<file path="src/rtl/ble_tx_serializer.sv">
// BLE TX serializer: pops FIFO words and shifts them out LSB first on the symbol strobe.
// Optional BLE_TX_UNDERRUN_EN: a strobe while FETCH sees an empty FIFO aborts the packet and sets underrun.
//   state | meaning
//   IDLE  | waiting for start
//   FETCH | popping the next FIFO word
//   SHIFT | sending word bits on each strobe
//   DONE  | one-cycle packet-complete pulse
module ble_tx_serializer #(
  parameter int DATA_WIDTH = 32,
  parameter int CNT_WIDTH  = 17
) (
  input  logic                  R_CLK,
  input  logic                  R_rst_n,
  input  logic                  start,
  input  logic [CNT_WIDTH-1:0]  data_size,
  input  logic                  R_empty,
  input  logic [DATA_WIDTH-1:0] R_data,
  input  logic                  bit_stb,
  output logic                  R_inc,
  output logic                  tx_bit,
  output logic                  tx_valid,
  output logic                  busy,
  output logic                  tx_irq,
  output logic                  underrun
);

  localparam int WL_W = $clog2(DATA_WIDTH) + 1;

  typedef enum logic [1:0] {S_IDLE, S_FETCH, S_SHIFT, S_DONE} state_t;

  state_t                state_q, state_d;
  logic [CNT_WIDTH-1:0]  size_q, size_d;
  logic [CNT_WIDTH-1:0]  bit_cnt_q, bit_cnt_d;
  logic [CNT_WIDTH-1:0]  bit_cnt_inc;
  logic [WL_W-1:0]       word_left_q, word_left_d;
  logic [DATA_WIDTH-1:0] shreg_q, shreg_d;
  logic                  pend_q, pend_d;
  logic                  tx_bit_q, tx_bit_d;
  logic                  tx_valid_q, tx_valid_d;
  logic                  underrun_q, underrun_d;
  logic                  strobe;

  assign bit_cnt_inc = bit_cnt_q + CNT_WIDTH'(1);
  assign strobe      = bit_stb | pend_q;

  always_ff @(posedge R_CLK or negedge R_rst_n) begin
    if (!R_rst_n) begin
      state_q     <= S_IDLE;
      size_q      <= '0;
      bit_cnt_q   <= '0;
      word_left_q <= '0;
      shreg_q     <= '0;
      pend_q      <= 1'b0;
      tx_bit_q    <= 1'b0;
      tx_valid_q  <= 1'b0;
      underrun_q  <= 1'b0;
    end else begin
      state_q     <= state_d;
      size_q      <= size_d;
      bit_cnt_q   <= bit_cnt_d;
      word_left_q <= word_left_d;
      shreg_q     <= shreg_d;
      pend_q      <= pend_d;
      tx_bit_q    <= tx_bit_d;
      tx_valid_q  <= tx_valid_d;
      underrun_q  <= underrun_d;
    end
  end

  always_comb begin
    state_d     = state_q;
    size_d      = size_q;
    bit_cnt_d   = bit_cnt_q;
    word_left_d = word_left_q;
    shreg_d     = shreg_q;
    pend_d      = pend_q;
    tx_bit_d    = tx_bit_q;
    tx_valid_d  = 1'b0;
    underrun_d  = underrun_q;
    R_inc       = 1'b0;

    case (state_q)
      S_IDLE: begin
        if (start) begin
          underrun_d = 1'b0;
          if (data_size != '0) begin
            size_d    = data_size;
            bit_cnt_d = '0;
            pend_d    = 1'b0;
            state_d   = S_FETCH;
          end else begin
            state_d = S_DONE;
          end
        end
      end

      S_FETCH: begin
        if (!R_empty) begin
          R_inc       = 1'b1;
          shreg_d     = R_data;
          word_left_d = WL_W'(DATA_WIDTH);
          state_d     = S_SHIFT;
          if (bit_stb) pend_d = 1'b1;
        end else if (bit_stb) begin
`ifdef BLE_TX_UNDERRUN_EN
          underrun_d = 1'b1;
          pend_d     = 1'b0;
          state_d    = S_IDLE;
`else
          pend_d = 1'b1;
`endif
        end
      end

      S_SHIFT: begin
        if (strobe) begin
          pend_d      = 1'b0;
          tx_bit_d    = shreg_q[0];
          tx_valid_d  = 1'b1;
          shreg_d     = shreg_q >> 1;
          word_left_d = word_left_q - WL_W'(1);
          bit_cnt_d   = bit_cnt_inc;
          // Remaining bits of a partial last word are simply dropped.
          if (bit_cnt_inc == size_q)
            state_d = S_DONE;
          else if (word_left_q == WL_W'(1))
            state_d = S_FETCH;
        end
      end

      S_DONE: state_d = S_IDLE;

      default: state_d = S_IDLE;
    endcase
  end

  assign tx_bit   = tx_bit_q;
  assign tx_valid = tx_valid_q;
  assign busy     = (state_q != S_IDLE);
  assign tx_irq   = (state_q == S_DONE);
  assign underrun = underrun_q;

endmodule

</file>
<file path="config.mk">
export PLATFORM = sky130hd
export DESIGN_NAME = ble_tx_serializer
export DESIGN_NICKNAME = d
export VERILOG_FILES = /design/src/rtl/ble_tx_serializer.sv
export SDC_FILE = /design/constraint.sdc
export NUM_CORES = 1
export LEC_CHECK = 0
export ABC_CLOCK_PERIOD_IN_PS = 4100
export CORE_MARGIN = 8
export CORE_UTILIZATION = 59
export DETAILED_ROUTE_END_ITERATION = 7
export HOLD_SLACK_MARGIN = 0.06
export PLACE_DENSITY_LB_ADDON = 0.1
export SETUP_SLACK_MARGIN = 0.15
export SLEW_MARGIN = 10
export SYNTH_ARGS = -nofsm -noshare
export SYNTH_HDL_FRONTEND = slang
export SYNTH_SLANG_ARGS = --single-unit
</file>
<file path="constraint.sdc">
create_clock -name R_CLK -period 4.1 [get_ports R_CLK]
set_input_delay 0.41 -clock R_CLK [delete_from_list [all_inputs] [get_ports R_CLK]]
set_output_delay 0.41 -clock R_CLK [all_outputs]
set_load 0.03 [all_outputs]
</file>
* After elaboration in Yosys (flattened, before gate mapping)
Cells that the tools add are included.
** Storage, ports and cells
- Bits in registers :: 77
- Input port bits :: 54
- Logic and storage cells :: 60
** Operators by class
- Add/sub/neg operators :: 2
- Equal/unequal tests :: 11
- Mux-type cells :: 26
- Bitwise gates (word level) :: 1
- Reductions and logical operators :: 12
** Operators by type and width (number)
- $mux 32 :: 2
- $pmux 32 s2 :: 1
- $mux 17 :: 3
- $pmux 17 s2 :: 1
- $add 17x1->17 const B :: 1
- $eq 17x17->1 :: 1
- $reduce_bool 17->1 :: 1
- $mux 2 :: 6
- $mux 6 :: 2
- $pmux 6 s2 :: 1
- $ne 2x2->1 const B :: 5
- $mux 1 :: 8
- $pmux 2 s4 :: 1
- $reduce_and 4->1 :: 2
- $eq 6x1->1 const B :: 1
- $reduce_and 3->1 :: 2
- $reduce_bool 2->1 :: 3
- $sub 6x1->6 const B :: 1
- $reduce_and 5->1 :: 1
- $eq 2x2->1 const B :: 2
- $ne 3x3->1 const B :: 1
- $pmux 1 s3 :: 1
- $reduce_bool 3->1 :: 1
- $eq 2x1->1 const B :: 1
- 3 further kinds :: 3

* Longest topological paths before layout
- Word-level depth :: 5
- Mapped depth :: 9
- Mapped depth without buffers :: 8

* Worst setup path after synthesis
OpenSTA, ideal clock, no wires.
- Kind :: flip-flop to flip-flop
- Start point :: reg bit_cnt_q[0]
- End point :: reg state_q[1]
- Setup time :: 124 ps
- Arrival time :: 2072 ps
- Data required time :: 3976 ps
- Setup slack :: 1904 ps
- Cell stages (with the launch flop) :: 9
- Buffers on the path :: 1
- Clock period less this slack :: 2196 ps
- Path through :: dfrtp_1 -> ha_1 -> buf_2 -> and2_1 -> nand4_4 -> or3_1 -> a32o_1 -> o2111a_1 -> or2_1
** On the way
- Cells in the longest elaborated chain, start to end :: 5
- Elaborated cells between the ends (all ways) :: 7
- Those cells by class :: add/sub: 1; eq/ne: 2; mux: 3; reduce/logical: 1
** Ends and longest elaborated chain
- start: declaration :: RTL line 33 : logic [CNT_WIDTH-1:0] bit_cnt_q, bit_cnt_d;
- start signal: assignment :: RTL line 60 : bit_cnt_q <= bit_cnt_d;
- $add 17x1->17 (*) :: RTL line 43 : assign bit_cnt_inc = bit_cnt_q + CNT_WIDTH'(1);
- $eq 17x17->1 (*) :: RTL line 124 : if (bit_cnt_inc == size_q)
- $mux 2 :: RTL line 124
- $mux 2 :: RTL line 116 : if (strobe) begin
- $pmux 2 s4 :: RTL line 82 : case (state_q)
- end signal: assignment :: RTL line 58 : state_q <= state_d;
- end: declaration :: RTL line 31 : state_t state_q, state_d;
Mark *: on every way between the ends. The rest lies on a longest branch, timed or not. The select of a mux whose other input is x is not followed.
A chain may end at the register's enable or synchronous reset.

* Worst setup path in the final report
- Start point :: in data_size[0]
- End point :: reg bit_cnt_q[5]
** On the way
- Cells in the longest elaborated chain, start to end :: 3
** Ends and longest elaborated chain
- start: declaration :: RTL line 15 : input logic [CNT_WIDTH-1:0] data_size,
- $reduce_bool 17->1 :: RTL line 86 : if (data_size != '0) begin
- $ne 2x2->1 (no line)
- $reduce_and 4->1 (no line)
Every way passes these cells.

==> flow_summary.ini <==
[outcome]
status = completed

[layout]
nets = 529
layout-drive-gt1-share_pct = 10.9
layout.cells.non_filler = 572
antenna_cells = 0
fillers = 526
seq_area_sq_mm = 0.00193
areaGrowthSynthToFinish_pct = 20.0
multi_input_area_sq_mm = 0.00207

[grt]
grt.overflow.total = 0
grt_use_total_pct = 20.3
grt_antenna_before_repair = 0
grt_pass1_vias = 3436
grt_max_degree = 78
grt_pass1_wl_um = 16300

[timing]
setup_violations = 0
tightest_slew_ps = 950
finalCritPeriodShare_pct = 66.5
min_period_ps = 2730
tns_ps = 0
rsz0062_at_grt = false
drv_slew = 0
fmaxAchievable_mhz = 367
maxSlewHeadroom_pct = 36.7
hold_viol = 0
skew_ps = 14.6

[synth]
async_flop_share_pct = 100
yosysSeqAreaShare_pct = 46.4
avgSynthCellArea_sq_um = 9.74
synth_area_sq_mm = 0.00415
yosysTopAreaCell = dfrtp_1
synth_top_family_by_area = simple AND/OR/NAND/NOR gates
synthSimpleGateAreaFrac_pct = 17.5
ys_top_cells_by_area = dfrtp_1, mux2i_1, o21ai_0, nand2_1, mux2_2
synthesis.nets = 483
ys.flop_type = dfrtp_1
synthXorXnorAreaFrac_pct = 4.86
muxShareOfSynthArea_pct = 12.8
synth.top_cell.area_share_pct = 46.4
yosysMostFrequentCell = dfrtp_1
ys_ff_latch = 77
synth_cell_types = 60
synthAdderAreaFrac_pct = 0.905
synthTopCellsByCount = dfrtp_1, o21ai_0, nand2_1, mux2i_1, nor2_1
ys_warn_count = 0
synth-edff-count = 0
synth-compound-area-share_pct = 13.5
syn_inst = 426

[placement]
io_buffer_count = 58
place_inst = 557
dpl.hpwl_um = 6980
globalplace.congestion = 0.934

[critical_path]
critPathRequiredTime_ps = 4330
arrival_ps = 2960
critical_path_class = in -> reg
critical_path.max_fanout = 17
cp-endpoint = bit_cnt_q[5]
crit_start = data_size[0]
rr_startpoint = bit_cnt_q[2]
reg2regPathDepth = 7
end_kind = flop
rr_endpoint = state_q[0]
startpoint_type = input pin
r2r_slack_ps = 1450

[clock_tree]
clock_latency_ps = 340
clockRootBuffer = clkbuf_8
postCtsSetupRepairBufs = 0
cts_buffer_depth = 2
numCtsBuffers = 9
h-tree-depth = 3
clkSinkCount = 77
cts_hold_buf = 0
clk_pin_slew_ps = 80
cts_tree = done
cts_resized = 0

[floorplan]
die_y_um = 99.9
die_area_sq_mm = 0.00997
start_util_pct = 61.1
core-area_sq_mm = 0.00679
num_rows = 30
die_w_um = 99.9
ios = 60

[power]
p_sw_share_pct = 36.4
p_int_mw = 1.92
comb_power_share_pct = 36.6
power.switching_mw = 1.10
leakage_nw = 2.07
clkPwrFrac_pct = 20.9
peakVddDrop_uv = 362
power-per-cell-area_mw_per_mm2 = 605
seqPwrFrac_pct = 42.6

[route]
drt_iter0_drc = 154
avgRoutedWirePerCell_um = 17.2
vias = 3365
dr.pass1.iters = 5
remaining_drc_errors = 0
antenna_left = 0
routed_via_density = 5.88
drt_wl_total_um = 9840

[job]
drv_cap = 0

[worst_hold_path]
hold_path_class = in -> async
-- power groups by stage --
stage / clock network [mW] / registers, mW / logic (mW)
after CTS: 0.644 / 1.28 / 1.11
after global placement: 0 / 1.27 / 1.06
after global routing: 0.675 / 1.31 / 1.22
after detailed placement: 0 / 1.29 / 1.10
final: 0.630 / 1.28 / 1.10
after floorplan: 0 / 1.23 / 0.823
-- cell usage in the layout (no fill, tap or decap), drive strengths merged, types with 9 or more instances in the layout --
cell type / instances
nand3: 11
nor4: 13
nand2: 52
inv: 11
clkbuf: 11
o21ai: 65
nor2: 23
mux2: 17
mux2i: 34
a21oi: 9
xnor2: 17
nand4: 10
dfrtp: 77
clkdlybuf4s50: 57
-- how the worst min path moves through the flow --
| stage | start | end | slack, ps | depth (start not counted) |
|---|---|---|---|---|
| after global placement | shreg_q[0] | tx_bit | 460 | 2 |
| after CTS | R_rst_n | bit_cnt_q[2] | 240 | 1 |
| after global routing | R_rst_n | bit_cnt_q[3] | 290 | 1 |
| after floorplan | R_rst_n | bit_cnt_q[0] | 110 | 0 |
| after detailed placement | tx_bit | tx_bit | 470 | 2 |
| final | R_rst_n | bit_cnt_q[2] | 210 | 1 |
-- flip-flops by register name, summed over array words and instances (netlist names) --
register,flops
shreg_q,32
tx_valid,1
word_left_q,6
size_q,17
state_q,2
tx_bit,1
bit_cnt_q,17
pend_q,1
-- routing by layer --
metal	global-route usage [%]	vias up	wire length, um
li1	-	1607	-
met5	0	-	0
met1	23.8	1605	4030
met3	5.67	27	584
met4	8.96	0	278
met2	33.8	126	4950
-- cells by family after synthesis --
logic type                 after synthesis
and+or+nand+nor                        136
DFF                                     77
AOI/OAI and AO/OA                       97
other                                    1
xor gates and xnor gates                23
adders and majority gates                3
buffers and inverters                   38
muxes                                   51
-- final cells by class --
| cell class | instances | area share, % |
|---|---|---|
| tap | 96 | 2.41 |
| inverter | 12 | 0.905 |
| sequential | 77 | 38.7 |
| multi-input combinational | 311 | 41.6 |
| clock inverter | 4 | 1.46 |
| clock buffer | 11 | 2.84 |
| timing repair buffer | 61 | 12.1 |
-- metrics by stage --
stage          utilization, %  power [mW]  setup WS, ps  hold slack (ps)  cell area (sq um)
2_1_floorplan               -        2.05          1900              114               4150
3_3_place_gp             70.1        2.33          1120              459               4770
3_5_place_dp             70.1        2.39          1020              466               4770
4_1_cts                  73.3        3.03          1370              244               4980
5_1_grt                  73.3        3.21          1180              287               4980
6_report                 73.3        3.01          1370              209               4980
-- critical path: stages --
cell and delay (ps):
clkdlybuf4s50_1 440, nor4_1 560, nand4_1 300, o21ai_0 340, o21ai_0 130, nand2b_1 470
o21ai_0 200, o41ai_1 90
No activity file was read; power rests on OpenSTA's default activity.
